## src/rtl/warp_scheduler.sv

```systemverilog
// Per-warp IDLE/RUN/SYNC/DONE tracker with a round-robin grant to the Issue stage.
// Parks warps at barriers, releases them when no warp is left running, and retires exited warps.
module warp_scheduler #(
  parameter int NUM_WARP     = 8,
  parameter int NUM_WARP_LOG = 3
) (
  input  logic                    clk,
  input  logic                    reset,
  input  logic                    start_i,
  input  logic [NUM_WARP-1:0]     warpEnable_i,
  input  logic [NUM_WARP-1:0]     warpReady_i,
  input  logic                    stall_i,
  input  logic                    issuedValid_i,
  input  logic [NUM_WARP_LOG-1:0] issuedWarp_i,
  input  logic                    issuedSync_i,
  input  logic                    issuedExit_i,
  output logic [NUM_WARP_LOG-1:0] selectedWarp_o,
  output logic                    selectedValid_o,
  output logic                    barrierRelease_o,
  output logic                    busy_o,
  output logic                    allDone_o
);

  typedef enum logic [1:0] {
    IDLE = 2'd0,
    RUN  = 2'd1,
    SYNC = 2'd2,
    DONE = 2'd3
  } warpState_t;

  warpState_t              warpState     [NUM_WARP];
  warpState_t              warpStateNext [NUM_WARP];
  logic [NUM_WARP_LOG-1:0] rrPtr;

  logic [NUM_WARP-1:0]     eligible;
  logic                    grantFound;
  logic [NUM_WARP_LOG-1:0] grantWarp;
  logic [NUM_WARP_LOG-1:0] searchIdx;
  logic                    launch;
  logic                    fbApply;
  logic                    anyRun;
  logic                    anySync;
  logic                    othersDone;
  logic                    releaseNow;
  logic                    lastExit;

  // The previous grant is masked because its sync/exit feedback has not arrived yet.
  always_comb begin
    eligible   = '0;
    grantFound = 1'b0;
    grantWarp  = rrPtr;
    searchIdx  = rrPtr;
    for (int w = 0; w < NUM_WARP; w++) begin
      eligible[w] = (warpState[w] == RUN) && warpReady_i[w] &&
                    !(selectedValid_o && (selectedWarp_o == NUM_WARP_LOG'(w)));
    end
    for (int k = 1; k <= NUM_WARP; k++) begin
      searchIdx = rrPtr + NUM_WARP_LOG'(k);
      if (!grantFound && eligible[searchIdx]) begin
        grantFound = 1'b1;
        grantWarp  = searchIdx;
      end
    end
  end

  always_comb begin
    launch     = start_i && !busy_o;
    fbApply    = issuedValid_i && (warpState[issuedWarp_i] == RUN);
    anyRun     = 1'b0;
    anySync    = 1'b0;
    othersDone = 1'b1;
    for (int w = 0; w < NUM_WARP; w++) begin
      if (warpState[w] == RUN)  anyRun  = 1'b1;
      if (warpState[w] == SYNC) anySync = 1'b1;
      if ((NUM_WARP_LOG'(w) != issuedWarp_i) && (warpState[w] != DONE)) othersDone = 1'b0;
    end
    releaseNow = !anyRun && anySync && !fbApply;
    lastExit   = busy_o && fbApply && issuedExit_i && othersDone;
  end

  assign barrierRelease_o = releaseNow;

  always_comb begin
    for (int w = 0; w < NUM_WARP; w++) begin
      warpStateNext[w] = warpState[w];
      if (launch) begin
        warpStateNext[w] = warpEnable_i[w] ? RUN : DONE;
      end else if (fbApply && (NUM_WARP_LOG'(w) == issuedWarp_i)) begin
        if (issuedExit_i)      warpStateNext[w] = DONE;
        else if (issuedSync_i) warpStateNext[w] = SYNC;
      end else if (releaseNow && (warpState[w] == SYNC)) begin
        warpStateNext[w] = RUN;
      end
    end
  end

  // State register and registered grant/status outputs
  always_ff @(posedge clk or posedge reset) begin
    if (reset) begin
      for (int w = 0; w < NUM_WARP; w++) warpState[w] <= IDLE;
      rrPtr           <= NUM_WARP_LOG'(NUM_WARP - 1);
      selectedWarp_o  <= '0;
      selectedValid_o <= 1'b0;
      busy_o          <= 1'b0;
      allDone_o       <= 1'b0;
    end else begin
      for (int w = 0; w < NUM_WARP; w++) warpState[w] <= warpStateNext[w];
      if (!stall_i && grantFound) begin
        selectedValid_o <= 1'b1;
        selectedWarp_o  <= grantWarp;
        rrPtr           <= grantWarp;
      end else begin
        selectedValid_o <= 1'b0;
      end
      if (launch)        busy_o <= |warpEnable_i;
      else if (lastExit) busy_o <= 1'b0;
      allDone_o <= lastExit;
    end
  end

endmodule

```

## config.mk

```make
export PLATFORM = sky130hd
export DESIGN_NAME = warp_scheduler
export DESIGN_NICKNAME = d
export VERILOG_FILES = /design/src/rtl/warp_scheduler.sv
export SDC_FILE = /design/constraint.sdc
export NUM_CORES = 1
export LEC_CHECK = 0
export CORE_ASPECT_RATIO = 1.4
export CORE_UTILIZATION = 50
export CTS_BUF_LIST = sky130_fd_sc_hd__clkbuf_16
export DETAILED_ROUTE_END_ITERATION = 16
export PLACE_DENSITY = 0.79
export RECOVER_POWER = 100
export SLEW_MARGIN = 0
export SYNTH_ARGS = -nofsm -noshare
export SYNTH_HDL_FRONTEND = slang
export SYNTH_SLANG_ARGS = --single-unit
export TNS_END_PERCENT = 50
```

## constraint.sdc

```tcl
create_clock -name clk -period 8.46 [get_ports clk]
set_input_delay 0.846 -clock clk [delete_from_list [all_inputs] [get_ports clk]]
set_output_delay 0.846 -clock clk [all_outputs]
set_load 0.005 [all_outputs]
```

; ---- Word-level counts from Yosys, hierarchy flattened
; Index checks and enable logic that the tools add are counted.
[totals]
in_bits = 26
wordCells = 283
register_bits = 25
output_inout_bits = 7
[op_classes]
n_reduce_logical = 103
order_cmp = 9
addsub = 7
bitwise = 1
eq_ne = 54
n_mux = 96
[ops]
columns = op, n
row1 = $mux 2, 36
row2 = $logic_and 1x1->1, 63
row3 = $mux 1, 43
row4 = $lt 3x4->1 const B, 8
row5 = $ne 4x4->1 const B, 8
row6 = $reduce_bool 3->1, 9
row7 = $bmux 1 s3, 8
row8 = $mux 3, 8
row9 = $logic_not 1->1, 19
row10 = $eq 2x1->1 const B, 9
row11 = $eq 2x2->1 const B, 8
row12 = $ne 2x2->1 const B, 8
row13 = $reduce_and 2->1, 8
row14 = $add 3x3->3 const B, 4
row15 = $eq 3x3->1 const A, 4
row16 = $eq 3x3->1 const B, 4
row17 = $ne 3x3->1 const A, 4
row18 = $reduce_or 8->1, 1
row19 = $add 3x2->3 const B, 2
row20 = $bmux 2 s3, 1
row21 = $eq 2x3->1 const A, 2
row22 = $eq 3x2->1 const B, 2
row23 = $logic_not 3->1, 2
row24 = $ne 2x3->1 const A, 2
row25 = other kinds (7), 7

; ---- Depth between registers and ports, before layout
; Gate-level depths: netlist of the first run.
[logic_depth]
depth_word = 30
depth_mapped = 12
depth_no_buf = 10

; ---- Worst setup path after synthesis of the first run
; Ideal clock, no wire load.
[synth_timing]
path_kind = register to register
startpoint = register rrPtr[0]
endpoint = register selectedWarp_o[2]
n_path_buf = 3
arrival_ps = 3018
t_required_ps = 8342
slack_ps = 5324
setup_time_ps = 118
synth_period_minus_slack_ps = 3136
stages_incl_launch_ff = 12
cell_sequence = dfstp_2 -> buf_4 -> inv_1 -> buf_2 -> ha_1 -> clkbuf_1 -> mux4_2 -> or2_1 -> a32o_1 -> o311ai_1 -> a31oi_1 -> a21o_1
[synth_between]
elab_chain_len = 26
elab_cells_between_ends = 54
cone_classes = add/sub (7) / mux (32) / reduce/logical (15)
[synth_lines]
columns = item, line_no
row1 = start: declaration, 33  ; logic [NUM_WARP_LOG-1:0] rrPtr;
row2 = start signal: assignment, 101  ; rrPtr <= NUM_WARP_LOG'(NUM_WARP - 1);
row3 = start signal: assignment, 111  ; rrPtr <= grantWarp;
row4 = $add 3x1->3, 58  ; searchIdx = rrPtr + NUM_WARP_LOG'(k);
row5 = $bmux 1 s3, 59  ; if (!grantFound && eligible[searchIdx]) begin
row6 = $mux 1 (not written as such), 59
row7 = $mux 1, 59
row8 = $logic_not 1->1, 59
row9 = $logic_and 1x1->1, 59
row10 = $mux 1, 59
row11 = $logic_not 1->1, 59
row12 = [... 10 more ...], --
row13 = $mux 1, 59
row14 = $logic_not 1->1, 59
row15 = $logic_and 1x1->1, 59
row16 = $mux 1, 59
row17 = $logic_not 1->1, 59
row18 = $logic_and 1x1->1, 59
row19 = $mux 1, 59
row20 = $logic_and 1x1->1, 108  ; if (!stall_i && grantFound) begin
row21 = end signal: assignment, 110  ; selectedWarp_o <= grantWarp;
row22 = end: declaration, 17  ; output logic [NUM_WARP_LOG-1:0] selectedWarp_o,
; Several ways; a longest one is shown, not always the timed one. The select of a mux whose other input is x is not followed.
; A chain may end at the register's enable or synchronous reset.

; ---- Final worst setup path of the first run
[layout_timing]
startpoint = register rrPtr[0]
endpoint = register rrPtr[0]
[layout_between]
elab_chain_len = 26
elab_cells_between_ends = 54
cone_classes = add/sub (7) / mux (32) / reduce/logical (15)
[layout_lines]
columns = item, line_no
row1 = $add 3x1->3, 58
row2 = $bmux 1 s3, 59
row3 = $mux 1 (not written as such), 59
row4 = $mux 1, 59
row5 = $logic_not 1->1, 59
row6 = $logic_and 1x1->1, 59
row7 = $mux 1, 59
row8 = $logic_not 1->1, 59
row9 = [... 10 more ...], --
row10 = $mux 1, 59
row11 = $logic_not 1->1, 59
row12 = $logic_and 1x1->1, 59
row13 = $mux 1, 59
row14 = $logic_not 1->1, 59
row15 = $logic_and 1x1->1, 59
row16 = $mux 1, 59
row17 = $logic_and 1x1->1, 108
; Several ways; a longest one is shown, not always the timed one. The select of a mux whose other input is x is not followed.

==> run_results.csv, run 1 <==
group,metric,value,unit
critical_path,end_kind,"register",
clock_network,postCtsSetupRepairBufs,0,
synthesis,yosysTopAreaCell,"dfrtp_1",
hold_path,hold_end,"selectedWarp_o[2]",
synthesis,syn_inst,290,
detailed_routing,drtIter0Drc,393,
clock_network,h-tree-depth,1,
detailed_routing,dr.pass1.iters,5,
timing,finClkSkew,3.83,ps
synthesis,avgSynthCellArea,8.79,um^2
critical_path,cp.arrival,3980,ps
detailed_routing,ant_nets,0,
critical_path,start_kind,"register",
power,pwr-share-seq,0.229,
timing,slew_headroom,0.343,
critical_path,r2r-end,"rrPtr[0]",
synthesis,synth_edf_count,0,
critical_path,critPathRequiredTime,8660,ps
power,powerDensity,396,nW/um^2
synthesis,ys_seq_elements,25,
synthesis,synth_top_area_share,0.216,
synthesis,synth-async-reset-ratio,1.00,
detailed_routing,wl_per_cell,20.9,um
synthesis,synth_area,2550,um^2
floorplanning,die_x,62.3,um
grt,grt_overflow,0,
grt,grt_pass1_vias,2635,
grt,grt_first_pass_wirelength,13300,um
floorplanning,die_area,5390,um^2
floorplanning,core,4880,um^2
floorplanning,io-pin-count,33,
critical_path,r2r_start,"rrPtr[0]",
final_layout,final_common_cell,"nand2_1",
clock_network,cts_tree,"yes",
synthesis,synth_warnings,0,
critical_path,ff2ff_setup_slack,4670,ps
timing,rsz0062_at_grt,"no",
status,status,"completed",
power,swShare,0.474,
power,clockPowerShare,0.094,
synthesis,synth_cell_type_count,56,
synthesis,synth_ff_type,"dfrtp_1",
clock_network,path_clk_slew,70,ps
timing,fin_crit_sh,0.448,
final_layout,drive_gt1_frac,0.0952,
final_layout,final_nets,344,
timing,finalMaxSlewViolations,0,
detailed_routing,routed_wl,7910,um
timing,final_hold_viol_count,0,
synthesis,synth_nets,318,
final_layout,diodes,0,
grt,antenna_found_initial,0,
power,internal_power,0.620,mW
power,ir_drop,279,uV
synthesis,synthTopCellsByArea,"dfrtp_1 (22%), mux4_2 (11%), mux2i_1 (5.5%)",
floorplanning,fp-row-count,30,
power,p_leak,1.14,nW
floorplanning,start_util,0.522,
detailed_routing,drc,0,
grt,grt_use_total,0.321,
place,dp_hpwl,6150,um
floorplanning,chipHeight,86.5,um
grt,grt_max_degree,26,
final_layout,area_growth,16.9,%
clock_network,worstSkewPairLatency,270,ps
final_layout,finish.utilization,0.611,
timing,fmax,0.264,GHz
timing,fin_tns_setup,0,ps
clock_network,cts_inserted_buffers,3,
detailed_routing,vias,2587,
timing,setup_viol,0,
critical_path,path_class,"register to register",
hold_path,holdCritStartpoint,"selectedWarp_o[2]",
flow_run,cap_violations,0,
place,gp_congestion,1.00,
timing,fin_hold_ws,592,ps
clock_network,cts_hold_buf,0,
clock_network,cts.sinks,25,
clock_network,cts_root_buf,"clkbuf_16",
critical_path,reg2regPathDepth,8,
final_layout,layout_common_cells,"nand2_1 (30), dfrtp_1 (22), clkdlybuf4s50_1 (22), nor2_1 (19), o21ai_0 (19)",
clock_network,cts_buffer_depth,2,
hold_path,worst_hold_path.num_cells,1,
timing,period_needed,3790,ps
hold_path,hp-class,"register to register",
critical_path,path_max_fanout,13,
timing,worstMarginPinSlew,984,ps
power,switchingPower,0.559,mW
place,port_buffers,32,
detailed_routing,viasPerCell,6.83,
clock_network,cts-resized-gates,0,
synthesis,yosysSeqAreaShare,0.247,
power,power_frac_comb,0.677,
==> state kept, by name (all words and copies together) (netlist names) <==
register         count
allDone_o            1
busy_o               1
warpState           16
selectedWarp_o       3
rrPtr                3
selectedValid_o      1
==> metrics by stage <==
step                      instance area (um^2)  cells  setup slack (ps)  power, mW
after floorplan                           2550    290              5320      0.873
after global placement                    2910    375              5090       1.05
after detailed placement                  2910    375              5040       1.07
after CTS                                 2990    379              4880       1.18
after global routing                      2980    379              4390       1.26
final                                     2980    379              4670       1.18
==> synthesized netlist by cell type (all sizes together), types with 8 or more instances <==
cell and n:
inv 13, nor2b 11, mux2i 15, a31oi 8, a211oi 11, nand2 30, clkbuf 9, dfrtp 22
o311a 9, mux4 14, a21oi 10, nor2 19, nand3 12, nand2b 10, o21ai 20
==> kinds of logic after synthesis <==
| logic type | after synthesis | synth area share |
|---|---|---|
| simple gates | 110 | 0.225 |
| compound gates | 88 | 0.248 |
| mux | 35 | 0.214 |
| buf+inv | 25 | 0.0393 |
| flops | 25 | 0.247 |
| xor+xnor | 5 | 0.0172 |
| fa+ha+maj | 2 | 0.00982 |
==> critical path: stages (launching register included) <==
cell and delay (ps):
dfstp_1 870, inv_1 420, ha_1 370, xnor2_1 540, mux4_2 600, and4_1 280, a41o_1 320, nor2b_1 180
xnor2_1 140
==> final cells by class <==
class / instances / area (um^2)
fillers: 433 / 1900
well taps: 64 / 80.1
inverters: 13 / 48.8
repair buffers: 33 / 328
clock inverters: 1 / 7.51
flip-flops and latches: 25 / 629
multi-input cells: 240 / 1810
clock buffers: 3 / 75.1
==> worst max path at each step <==
stage | endpoint | cells after the start | start | slack (ps)
3_3_place_gp | rrPtr[0] | 8 | rrPtr[0] | 5090
6_report | rrPtr[0] | 8 | rrPtr[0] | 4670
3_5_place_dp | rrPtr[0] | 8 | rrPtr[0] | 5040
2_1_floorplan | selectedWarp_o[2] | 11 | rrPtr[0] | 5320
5_1_grt | rrPtr[0] | 8 | rrPtr[0] | 4390
4_1_cts | barrierRelease_o | 6 | warpState[6] | 4880
==> power groups by stage <==
| stage | Sequential, mW | Combinational [mW] | Clock, mW |
|---|---|---|---|
| global placement | 0.267 | 0.779 | 0 |
| floorplan | 0.221 | 0.651 | 0 |
| global route | 0.279 | 0.868 | 0.116 |
| detailed placement | 0.270 | 0.799 | 0 |
| finish | 0.270 | 0.798 | 0.111 |
| CTS | 0.268 | 0.802 | 0.112 |
==> metal layers <==
metal / up-vias / share of wire / track usage
met5: - / 0 / 0
met4: 0 / 0.050 / 0.186
met3: 36 / 0.053 / 0.0474
met2: 149 / 0.55 / 0.604
met1: 1224 / 0.35 / 0.340
li1: 1178 / - / -
Power figures use the tool's default switching activity.
==> inputs of run 2 (changes only) <==
Settings changed: PLACE_DENSITY 0.79 to 0.82.
Clock period 8.46 ns to 3.3 ns, I/O delays scaled along.
==> run 2 against run 1 <==
Against the previous run: utilization grew 0.92 points; flip-flop and latch count is the same; cell count grew 1.6%; sequential power grew 140%; clock-buffer cell count is the same; clock skew shrank 1.6 ps; via count grew 3.4%; clock power grew 140%; total power grew to 2.6 times the previous value; cell area grew 1.5%; routed wire length grew 1.2%; global-route usage shrank 0.73 points.
==> run_results.csv, run 2 (synthesized netlist as in run 1, its figures left out) <==
group,metric,value,unit
clock_network,cts-resized-gates,0,
detailed_routing,drtIter0Drc,327,
timing,final_hold_viol_count,0,
clock_network,cts_tree,"yes",
clock_network,postCtsSetupRepairBufs,0,
critical_path,slowest_delay,670,ps
final_layout,drive_gt1_frac,0.112,
critical_path,path_max_fanout,10,
final_layout,final_nets,350,
grt,grt_max_degree,26,
clock_network,cts.sinks,25,
timing,period_needed,3050,ps
final_layout,regArea,629,um^2
critical_path,crit_buf_inv,1,
critical_path,critPathTopFamily,"multiplexers",
timing,setup_viol,0,
floorplanning,start_util,0.522,
detailed_routing,routed_wl,8010,um
critical_path,cp.arrival,3230,ps
critical_path,crit_chain,"ha_1 > xor2_1 > mux4_2 > mux2_4 > and2b_1 > a41o_1 > inv_1 > o211ai_1",
final_layout,largest_register,"warpState",
floorplanning,core,4880,um^2
timing,rsz0062_at_grt,"no",
final_layout,diodes,0,
timing,fin_crit_sh,0.924,
critical_path,critPathSlowestCell,"dfstp_2",
critical_path,end_kind,"register",
clock_network,h-tree-depth,1,
grt,grt_pass1_vias,2621,
timing,setup_ws,250,ps
detailed_routing,wl_per_cell,20.8,um
grt,grt_first_pass_wirelength,13000,um
detailed_routing,vias,2676,
timing,slew_headroom,0.338,
detailed_routing,drc,0,
floorplanning,chipHeight,86.5,um
status,status,"completed",
clock_network,cts_buffer_depth,2,
grt,grt_use_total,0.314,
final_layout,layout_common_cells,"nand2_1 (30), dfrtp_1 (22), clkdlybuf4s50_1 (22), nor2_1 (19), o21ai_0 (19)",
clock_network,cts_hold_buf,0,
critical_path,path_class,"register to register",
power,p_leak,1.18,nW
hold_path,hp-class,"register to register",
floorplanning,io-pin-count,33,
final_layout,reg_top3,"warpState x16, rrPtr x3, selectedWarp_o x3",
power,ir_drop,683,uV
floorplanning,fp-row-count,30,
grt,antenna_found_initial,0,
timing,fin_tns_setup,0,ps
critical_path,start_kind,"register",
floorplanning,die_x,62.3,um
final_layout,nFillCells,436,
critical_path,critPathRequiredTime,3480,ps
floorplanning,die_area,5390,um^2
flow_run,cap_violations,0,
detailed_routing,ant_nets,0,
timing,worstMarginPinSlew,992,ps
clock_network,cts_root_buf,"clkbuf_16",
timing,finClkSkew,2.24,ps
clock_network,path_clk_slew,60,ps
power,powerDensity,1020,nW/um^2
final_layout,largest_register_ffs,16,
place,port_buffers,32,
final_layout,area_growth,18.7,%
grt,grt_overflow,0,
clock_network,worstSkewPairLatency,260,ps
place,gp_congestion,0.957,
detailed_routing,viasPerCell,6.95,
final_layout,multi_input_area,1820,um^2
place,dpl_worst_slack,379,ps
timing,finalMaxSlewViolations,0,
detailed_routing,dr.pass1.iters,6,
final_layout,final_common_cell,"nand2_1",
timing,fmax,0.328,GHz
place,dp_hpwl,6190,um
clock_network,cts_inserted_buffers,3,
[run 2: worst register-to-register path, stage by stage, from the launching register on]
cell and delay [ps]:
dfstp_2 670, ha_1 250, xor2_1 450, mux4_2 380, mux2_4 310, and2b_1 240, a41o_1 360, inv_1 110
o211ai_1 180
[run 2: layout make-up]
class,count,area share
sequential,25,0.208
tap,64,0.0265
clock buffer,3,0.0248
timing repair buffer,39,0.122
clock inverter,1,0.00124
inverter,13,0.0161
multi-input combinational,240,0.601
[run 2: per-layer routing]
layer  global-route usage  wire length, um  up-vias
met2                0.600             4230      185
met5                    0                0        -
li1                     -                -     1196
met3               0.0184              504       40
met4                0.203              510        0
met1                0.334             2760     1255
[run 2: path summary, 6_finish.rpt]
path,startpoint,end,slack (ps),depth (start not counted)
setup / recovery,rrPtr[1],selectedWarp_o[1],250,8
hold / removal,selectedWarp_o[2],selectedWarp_o[2],560,1
setup reg to reg,rrPtr[1],selectedWarp_o[1],250,8
hold reg to reg,selectedWarp_o[2],selectedWarp_o[2],560,1
max in group asynchronous,reset,warpState[7],1950,2
min in group asynchronous,reset,allDone_o,740,2
[run 2: where the power goes]
part           leakage, nW  switching [mW]  internal (mW)
Sequential           0.282           0.204          0.456
Combinational        0.853            1.12           1.03
Clock               0.0423           0.107          0.162
[run 2: stage by stage]
stage | power (mW) | instance area, um^2 | instances | hold slack [ps] | utilization
floorplan | 2.24 | 2550 | 290 | 355 | -
finish | 3.07 | 3020 | 385 | 562 | 0.620
global route | 3.30 | 3020 | 385 | 595 | 0.620
global placement | 2.74 | 2950 | 381 | 557 | 0.605
CTS | 3.05 | 3030 | 385 | 579 | 0.621
detailed placement | 2.77 | 2950 | 381 | 567 | 0.605
==> inputs of run 3 (changes only) <==
Settings changed: CTS_BUF_LIST sky130_fd_sc_hd__clkbuf_16 to default, PLACE_DENSITY 0.82 to 0.79.
==> run 3 against run 2 <==
Against the previous run: critical path depth is 1 lower; critical endpoint is now barrierRelease_o; largest cell class unchanged; clock skew is 1.8 ps higher; utilization is 0.69 points lower; total power is 2.8% lower; routed wire length is 0.21% lower; first-iteration DRC count is 20% lower; clock power is 28% lower; cell count is 0.26% lower; worst hold slack worse by 15 ps.
==> run_results.csv, run 3 (synthesized netlist as in run 1, its figures left out) <==
group,metric,value,unit
timing,setup_viol,0,
place,gp_congestion,0.954,
grt,grt_use_total,0.314,
detailed_routing,wl_met1,2850,um
critical_path,ff2ff_setup_slack,300,ps
final_layout,drive_gt1_frac,0.116,
critical_path,reg2regPathDepth,8,
grt,grt_pass1_vias,2523,
timing,fin_tns_setup,0,ps
critical_path,r2r-end,"selectedWarp_o[2]",
final_layout,diodes,0,
flow_run,cap_violations,0,
critical_path,slowest_delay,590,ps
timing,slew_headroom,0.369,
timing,period_needed,3040,ps
clock_network,h-tree-depth,1,
clock_network,cts_inserted_buffers,3,
detailed_routing,wl_per_cell,20.8,um
clock_network,path_clk_slew,90,ps
final_layout,largest_register,"warpState",
final_layout,largest_register_ffs,16,
grt,grt_max_degree,26,
clock_network,postCtsSetupRepairBufs,0,
grt,antenna_found_initial,0,
clock_network,cts_hold_buf,0,
timing,fmax,0.329,GHz
power,internal_power,1.56,mW
place,dp_hpwl,6160,um
status,status,"completed",
power,clockPowerShare,0.065,
detailed_routing,dr.pass1.iters,5,
detailed_routing,wl_met3,396,um
critical_path,r2r_start,"rrPtr[1]",
clock_network,worstSkewPairLatency,280,ps
critical_path,crit_buf_inv,3,
timing,fin_crit_sh,0.921,
critical_path,critPathCapture,"barrierRelease_o",
detailed_routing,ant_nets,0,
critical_path,end_kind,"primary output",
floorplanning,die_area,5390,um^2
timing,finClkSkew,4.04,ps
detailed_routing,dr_wl_met2,4260,um
clock_network,cts.sinks,25,
hold_path,hp-class,"register to register",
critical_path,start_kind,"register",
place,port_buffers,32,
final_layout,finish.utilization,0.613,
grt,grt_overflow,0,
critical_path,cp.depth,7,
clock_network,cts-resized-gates,0,
critical_path,cp-startpoint,"warpState[6]",
critical_path,critPathRequiredTime,2970,ps
detailed_routing,viasPerCell,6.79,
floorplanning,start_util,0.522,
power,switchingPower,1.42,mW
detailed_routing,drtIter0Drc,260,
critical_path,cp.arrival,2710,ps
floorplanning,io-pin-count,33,
clock_network,cts_root_buf,"clkbuf_8",
critical_path,path_class,"register to primary output",
timing,finalMaxSlewViolations,0,
final_layout,final_nets,349,
final_layout,area_growth,17.3,%
final_layout,reg_top3,"warpState x16, rrPtr x3, selectedWarp_o x3",
final_layout,layout_common_cells,"nand2_1 (30), dfrtp_1 (22), clkdlybuf4s50_1 (22), nor2_1 (19), o21ai_0 (19)",
final_layout,final_common_cell,"nand2_1",
detailed_routing,drc,0,
floorplanning,chipHeight,86.5,um
timing,rsz0062_at_grt,"no",
detailed_routing,routed_wl,7990,um
power,p_leak,1.16,nW
clock_network,cts_tree,"yes",
timing,worstMarginPinSlew,946,ps
power,power_frac_comb,0.711,
floorplanning,fp-row-count,30,
power,swShare,0.476,
critical_path,crit_chain,"nor2b_1 > or4_1 > nor2_1 > buf_4 > o21ai_0 > inv_1 > dlygate4sd3_1",
timing,final_hold_viol_count,0,
power,powerDensity,999,nW/um^2
critical_path,path_max_fanout,5,
critical_path,critPathTopFamily,"buffers and inverters",
floorplanning,die_x,62.3,um
detailed_routing,top_layer,"met4",
power,ir_drop,635,uV
power,pwr-share-seq,0.224,
grt,grt_first_pass_wirelength,12800,um
critical_path,critPathSlowestCell,"dlygate4sd3_1",
floorplanning,core,4880,um^2
clock_network,cts_buffer_depth,2,
detailed_routing,vias,2608,
## run 3: final cells by class
type / count / area [um^2]
tap: 64 / 80.1
inverter: 13 / 48.8
sequential: 25 / 629
fill: 434 / 1890
clock inverter: 1 / 7.51
timing repair buffer: 38 / 365
multi-input combinational: 240 / 1820
clock buffer: 3 / 41.3
## run 3: per-layer routing
layer	track usage	up-vias
met2	0.606	144
met4	0.190	0
met5	0	-
met1	0.330	1236
met3	0.0250	37
li1	-	1191
## run 3: worst min-delay path by stage
stage | from | to | slack (ps) | cells past startpoint
3_3_place_gp | selectedWarp_o[2] | selectedWarp_o[2] | 530 | 1
5_1_grt | selectedWarp_o[2] | selectedWarp_o[2] | 590 | 1
3_5_place_dp | selectedWarp_o[2] | selectedWarp_o[2] | 530 | 1
6_report | selectedWarp_o[2] | selectedWarp_o[2] | 550 | 1
4_1_cts | selectedWarp_o[2] | selectedWarp_o[2] | 560 | 1
2_1_floorplan | reset | allDone_o | 360 | 1
## run 3: power by group through the flow
stage	Combinational, mW	Clock (mW)	Sequential (mW)
final	2.12	0.194	0.669
after global placement	2.09	0	0.665
after global routing	2.31	0.210	0.687
after floorplan	1.67	0	0.568
after CTS	2.11	0.196	0.660
after detailed placement	2.10	0	0.666
## run 3: through the flow
step                cells  setup WS [ps]  instance area (um^2)  hold slack (ps)  total power [mW]
floorplan             290            164                  2550              355              2.24
global placement      380            403                  2940              533              2.76
detailed placement    380            374                  2940              531              2.77
CTS                   384            343                  2990              558              2.97
global route          384            112                  2990              594              3.21
finish                384            259                  2990              547              2.99
